File: src/rtl/synth_pkg.sv
// ============================================================================
// Module      : synth_pkg
// Description : Shared types and constants for the synth audio path.
// Revision    : 1.0 - initial release
// ============================================================================
`default_nettype none

package synth_pkg;

    localparam int AUDIO_WIDTH      = 24;
    localparam int LEVEL_WIDTH      = 16;
    localparam int TICK_CYCLES_44K1 = 2268;

    typedef enum logic [2:0] {
        IDLE    = 3'd0,
        ATTACK  = 3'd1,
        DECAY   = 3'd2,
        SUSTAIN = 3'd3,
        RELEASE = 3'd4
    } env_state_t;

endpackage

`default_nettype wire

File: src/rtl/env_tick_gen.sv
// ============================================================================
// Module      : env_tick_gen
// Description : Free-running counter emitting a 1-cycle envelope tick strobe.
// Revision    : 1.0 - initial release
// ============================================================================
`default_nettype none

module env_tick_gen #(
    parameter int TICK_CYCLES = 2268
) (
    input  logic i_clk,
    input  logic i_rst,
    output logic o_tick
);

    localparam int CNT_W = (TICK_CYCLES > 1) ? $clog2(TICK_CYCLES) : 1;
    localparam logic [CNT_W-1:0] C_LAST = CNT_W'(TICK_CYCLES - 1);

    logic [CNT_W-1:0] r_cnt;
    logic             w_last;

    assign w_last = (r_cnt == C_LAST);
    assign o_tick = w_last;

    always_ff @(posedge i_clk or posedge i_rst) begin
        if (i_rst) begin
            r_cnt <= '0;
        end else if (w_last) begin
            r_cnt <= '0;
        end else begin
            r_cnt <= r_cnt + 1'b1;
        end
    end

endmodule

`default_nettype wire

File: src/rtl/adsr_envelope.sv
// ============================================================================
// Module      : adsr_envelope
// Description : ADSR amplitude envelope with 2-stage signed sample multiply.
//               Optional macro ENV_VELOCITY_EN adds velocity-scaled peak level.
// Revision    : 1.0 - initial release
// ============================================================================
`default_nettype none

module adsr_envelope #(
    parameter int AUDIO_WIDTH = synth_pkg::AUDIO_WIDTH,
    parameter int LEVEL_WIDTH = synth_pkg::LEVEL_WIDTH,
    parameter int TICK_CYCLES = synth_pkg::TICK_CYCLES_44K1
) (
    input  logic                   clk_in,
    input  logic                   rst_in,
    input  logic                   gate_in,
`ifdef ENV_VELOCITY_EN
    input  logic [6:0]             velocity_in,
`endif
    input  logic [AUDIO_WIDTH-1:0] sample_data_in,
    input  logic [LEVEL_WIDTH-1:0] attack_rate_in,
    input  logic [LEVEL_WIDTH-1:0] decay_rate_in,
    input  logic [LEVEL_WIDTH-1:0] sustain_level_in,
    input  logic [LEVEL_WIDTH-1:0] release_rate_in,
    output logic [AUDIO_WIDTH-1:0] sample_data_out,
    output logic [LEVEL_WIDTH-1:0] env_level_out,
    output logic                   active_out
);

    import synth_pkg::*;

    env_state_t             r_state, w_state_nxt;
    logic [LEVEL_WIDTH-1:0] r_level, w_level_nxt;
    logic                   r_gate;
    logic                   w_tick, w_rise, w_fall;
    logic [LEVEL_WIDTH-1:0] w_peak, w_target;
    logic [LEVEL_WIDTH:0]   w_sum;
    logic [LEVEL_WIDTH-1:0] w_dec_diff, w_rel_diff;

    env_tick_gen #(
        .TICK_CYCLES (TICK_CYCLES)
    ) u_tick (
        .i_clk  (clk_in),
        .i_rst  (rst_in),
        .o_tick (w_tick)
    );

    assign w_rise = gate_in & ~r_gate;
    assign w_fall = ~gate_in & r_gate;

`ifdef ENV_VELOCITY_EN
    logic [6:0] r_velocity;

    always_ff @(posedge clk_in or posedge rst_in) begin
        if (rst_in) begin
            r_velocity <= '0;
        end else if (w_rise) begin
            r_velocity <= velocity_in;
        end
    end

    // Replicating the 7-bit velocity spans the full scale: 127 maps to 0xFFFF.
    assign w_peak   = {r_velocity, r_velocity, r_velocity[6:5]};
    assign w_target = (sustain_level_in < w_peak) ? sustain_level_in : w_peak;
`else
    assign w_peak   = '1;
    assign w_target = sustain_level_in;
`endif

    assign w_sum      = {1'b0, r_level} + {1'b0, attack_rate_in};
    assign w_dec_diff = r_level - decay_rate_in;
    assign w_rel_diff = r_level - release_rate_in;

    always_ff @(posedge clk_in or posedge rst_in) begin
        if (rst_in) begin
            r_state <= IDLE;
            r_level <= '0;
            r_gate  <= 1'b0;
        end else begin
            r_state <= w_state_nxt;
            r_level <= w_level_nxt;
            r_gate  <= gate_in;
        end
    end

    // Gate edges take priority over a coincident tick; no level update then.
    always_comb begin
        w_state_nxt = r_state;
        w_level_nxt = r_level;
        case (r_state)
            IDLE: begin
                w_level_nxt = '0;
                if (w_rise) w_state_nxt = ATTACK;
            end
            ATTACK: begin
                if (w_fall) begin
                    w_state_nxt = RELEASE;
                end else if (w_tick) begin
                    if (w_sum >= {1'b0, w_peak}) begin
                        w_level_nxt = w_peak;
                        w_state_nxt = DECAY;
                    end else begin
                        w_level_nxt = w_sum[LEVEL_WIDTH-1:0];
                    end
                end
            end
            DECAY: begin
                if (w_fall) begin
                    w_state_nxt = RELEASE;
                end else if (w_tick) begin
                    if ((r_level < decay_rate_in) || (w_dec_diff <= w_target)) begin
                        w_level_nxt = w_target;
                        w_state_nxt = SUSTAIN;
                    end else begin
                        w_level_nxt = w_dec_diff;
                    end
                end
            end
            SUSTAIN: begin
                if (w_fall) begin
                    w_state_nxt = RELEASE;
                end else if (w_tick) begin
                    w_level_nxt = w_target;
                end
            end
            RELEASE: begin
                if (w_rise) begin
                    w_state_nxt = ATTACK;
                end else if (w_tick) begin
                    if (r_level <= release_rate_in) begin
                        w_level_nxt = '0;
                        w_state_nxt = IDLE;
                    end else begin
                        w_level_nxt = w_rel_diff;
                    end
                end
            end
            default: begin
                w_state_nxt = IDLE;
                w_level_nxt = '0;
            end
        endcase
    end

    logic signed [AUDIO_WIDTH-1:0]         r_s1_sample;
    logic        [LEVEL_WIDTH-1:0]         r_s1_level;
    logic signed [AUDIO_WIDTH+LEVEL_WIDTH:0] w_product, w_scaled;
    logic        [AUDIO_WIDTH-1:0]         r_out;

    // Level is zero-extended so it multiplies as a non-negative signed value.
    assign w_product = r_s1_sample * $signed({1'b0, r_s1_level});
    assign w_scaled  = w_product >>> LEVEL_WIDTH;

    always_ff @(posedge clk_in or posedge rst_in) begin
        if (rst_in) begin
            r_s1_sample <= '0;
            r_s1_level  <= '0;
            r_out       <= '0;
        end else begin
            r_s1_sample <= sample_data_in;
            r_s1_level  <= r_level;
            r_out       <= w_scaled[AUDIO_WIDTH-1:0];
        end
    end

    assign sample_data_out = r_out;
    assign env_level_out   = r_level;
    assign active_out      = (r_state != IDLE);

endmodule

`default_nettype wire

File: config.mk
export PLATFORM = sky130hd
export DESIGN_NAME = adsr_envelope
export DESIGN_NICKNAME = d
export VERILOG_FILES = /design/src/rtl/synth_pkg.sv /design/src/rtl/env_tick_gen.sv /design/src/rtl/adsr_envelope.sv
export SDC_FILE = /design/constraint.sdc
export NUM_CORES = 1
export LEC_CHECK = 0
export BUFFER_PORTS_ARGS = -buffer_cell sky130_fd_sc_hd__buf_4
export CAP_MARGIN = 20
export CELL_PAD_IN_SITES_DETAIL_PLACEMENT = 0
export CELL_PAD_IN_SITES_GLOBAL_PLACEMENT = 2
export CORE_MARGIN = 5
export CORE_UTILIZATION = 27
export DETAILED_ROUTE_END_ITERATION = 10
export PLACE_DENSITY_LB_ADDON = 0.1
export SETUP_SLACK_MARGIN = 0.1
export SYNTH_ARGS = -nofsm -noshare
export SYNTH_HDL_FRONTEND = slang
export SYNTH_SLANG_ARGS = --single-unit
File: constraint.sdc
create_clock -name clk_in -period 7.4 [get_ports clk_in]
set_clock_uncertainty 0.15 [all_clocks]
set_input_delay 0.37 -clock clk_in [delete_from_list [all_inputs] [get_ports clk_in]]
set_output_delay 0.37 -clock clk_in [all_outputs]
set_load 0.05 [all_outputs]
==> results.cfg <==
[setup_path]
startpoint_type = flip-flop
worstPathRequired_ps = 7570
crit_path_end_kind = flip-flop
critical_path_arrival_ps = 7290
path_max_fanout = 11
r2r_cells = 22
crit_type = reg -> reg

[place]
dpl.hpwl_um = 51050
io_buffers = 131
pre_cts_ws_ps = -299.9
place_congestion = 0.7872
dpl_cell_area_mm2 = 0.02202

[timing]
fin_crit_ps = 7116
finalCritPeriodShare_pct = 96.16
slew_violations = 0
tns_ps = 0
final.setup.worst_slack_ps = 284.1
fmax_mhz = 140.5
timing.final.hold_violations = 0
setup_violations = 0
rsz0062_at_grt = false
slew_headroom_pct = 50.71
tightest_slew_ps = 739.3

[power]
p_sw_uw = 553.3
p_leak_nw = 11.54
combPwrFrac_pct = 25.5
p_int_uw = 931.8
vdd_drop_max_mv = 0.1031
pwr-share-seq_pct = 39.2
power.density_mw_per_mm2 = 65.57
clock_power_share_pct = 35.3
sw_frac_of_total_pct = 37.25
power_mw = 1.485

[global_routing]
gr-total-overflow = 0
grt_usage_pct = 16.16
antenna_found_initial = 1
grt_max_degree = 55
grt_pass1_vias = 16200
grt_pass1_wl_um = 96720

[clock_network]
root_buffer = clkbuf_16
cts_buffers = 9
cts_max_path_buffers = 2
htree_levels = 3
cts_tree = yes
clk_latency_ps = 400
cts_sinks = 96
path_clk_slew_ps = 100

[status]
status = finished, final reports clean

[synthesis]
ys_seq_elements = 96
ys_seq_area_share_pct = 12.38
synth-main-ff-cell = dfrtp_1
synthArstFlopShare_pct = 100.0
synth_fp_nets = 2755
synth_cell_types = 80
synth_edf_count = 0
synth_area_per_cell_um2 = 9.111
netlist_instances = 2130
synth_area_mm2 = 0.01941
synth.yosys.warnings = 0

[routing]
ant_nets = 0
wl_per_cell_um = 18.59
drtPass1Iterations = 6
first_iter_violations = 776
routed_via_density = 4.450
drc = 0
routed_wl_um = 60750
vias = 14540

[floorplanning]
rows = 98
ios = 132
die_h_um = 278.1
die_x_um = 278.1
dieArea_mm2 = 0.07734
start_util_pct = 27.19
coreArea_mm2 = 0.07136

[worst_hold_path]
hold_depth = 3
min_path_type = in -> reg

[layout]
fill_cells = 7617
drive_gt1_share_pct = 11.83
syn_to_final_growth_pct = 16.71
stdcell_area_mm2 = 0.02265
fin_nets = 2937

[job]
maxCapViolations = 0
-- state kept, by name, summed over array words and instances (netlist names) --
| signal | flops |
|---|---|
| env_level_out | 16 |
| r_gate | 1 |
| r_s1_level | 16 |
| r_s1_sample | 24 |
| r_state | 3 |
| sample_data_out | 24 |
| u_tick.r_cnt | 12 |
-- metrics by stage --
step / hold WS (ps) / util [%] / cells
2_1_floorplan: 251.4 / - / 2130
6_report: 192.9 / 31.74 / 3268
5_1_grt: 178.3 / 31.73 / 3267
3_5_place_dp: 330.6 / 30.85 / 3221
3_3_place_gp: 330.3 / 30.85 / 3221
4_1_cts: 165.9 / 31.68 / 3264
-- synth_stat cells (all sizes together), types with 25 or more instances --
master / count / area share (%)
nor2: 66 / 1.3
xnor2: 50 / 2.3
nand3: 25 / 0.64
and2: 151 / 4.9
inv: 508 / 9.8
xor2: 28 / 1.3
nand2: 277 / 5.4
o21ai: 31 / 0.82
a21oi: 65 / 1.7
clkbuf: 65 / 1.3
dfrtp: 96 / 12
ha: 161 / 10
fa: 373 / 38
-- layout make-up --
cell class	count	area [µm²]	area share, %
clock inverters	7	78.83	0.3480
flip-flops and latches	96	2424	10.70
clock buffers	9	225.2	0.9944
multi-input cells	1458	14860	65.62
repair buffers	239	1959	8.651
well taps	950	1189	5.248
diodes	1	2.502	0.01105
inverters	508	1909	8.430
-- logic make-up (layout without fill, tap and decap cells) --
group	after synthesis	after routing	share of synthesized area (%)
simple gates	600	600	14.85
buf+inv	576	763	11.15
fa+ha+maj	534	534	48.86
compound gates	237	237	8.762
flops	96	96	12.38
xor+xnor	78	78	3.520
mux	9	9	0.4771
other cells	0	1	0
-- power groups by stage --
stage / logic, mW / clock network, mW / registers, mW
floorplan: 0.228 / 0 / 0.561
global placement: 0.367 / 0 / 0.592
detailed placement: 0.369 / 0 / 0.592
CTS: 0.382 / 0.555 / 0.582
global route: 0.417 / 0.570 / 0.586
finish: 0.379 / 0.524 / 0.583
-- worst max-delay path: stages, from the launching register on --
cell and delay, ps:
dfrtp_2 580, and2_1 250, fa_1 540, inv_1 50, fa_1 440, fa_1 560
inv_1 50, fa_1 450, fa_1 520, inv_1 50, fa_1 480, inv_1 40
ha_1 340, and4_1 300, a2111oi_4 350, buf_4 210, a31oi_1 160, buf_4 210
o41a_1 460, a221o_2 400, a21oi_2 160, o21a_1 140, xnor2_1 110
-- path summary, 6_finish.rpt --
check	start	end	slack [ps]
min in group asynchronous	rst_in	sample_data_out[23]	480
max in group asynchronous	rst_in	r_s1_level[9]	5370
max	r_s1_sample[10]	sample_data_out[20]	280
max reg2reg	r_s1_sample[10]	sample_data_out[20]	280
min	sustain_level_in[4]	env_level_out[4]	190
min reg2reg	u_tick.r_cnt[10]	u_tick.r_cnt[10]	340
-- what timing repair did --
item | in CTS | in global routing
buffers inserted | 1 | 2
endpoints found under the hold margin | 60 | 0
gates resized for setup | 7 | 12
pin swaps | 1 | 0
setup endpoints to repair | 8 | 6
hold buffers | 26 | 0
-- cells in the final DEF (no fill, tap or decap), drive strengths merged, types with 50 or more instances in the layout --
cell type,synthesis,final
inv,508,513
fa,373,373
nand2,277,277
buf,3,213
ha,161,161
and2,151,151
dfrtp,96,96
nor2,66,66
a21oi,65,65
xnor2,50,50
-- per-layer routing --
metal	wire length (µm)	vias to the layer above	global-route usage [%]	part of all wire (%)
met5	0	-	0	0
met3	1966	26	1.913	3.2
met2	28670	196	27.05	47
met4	515	0	2.092	0.85
li1	-	6881	-	-
met1	29590	7438	23.24	49
(Power assumes the default switching activity.)
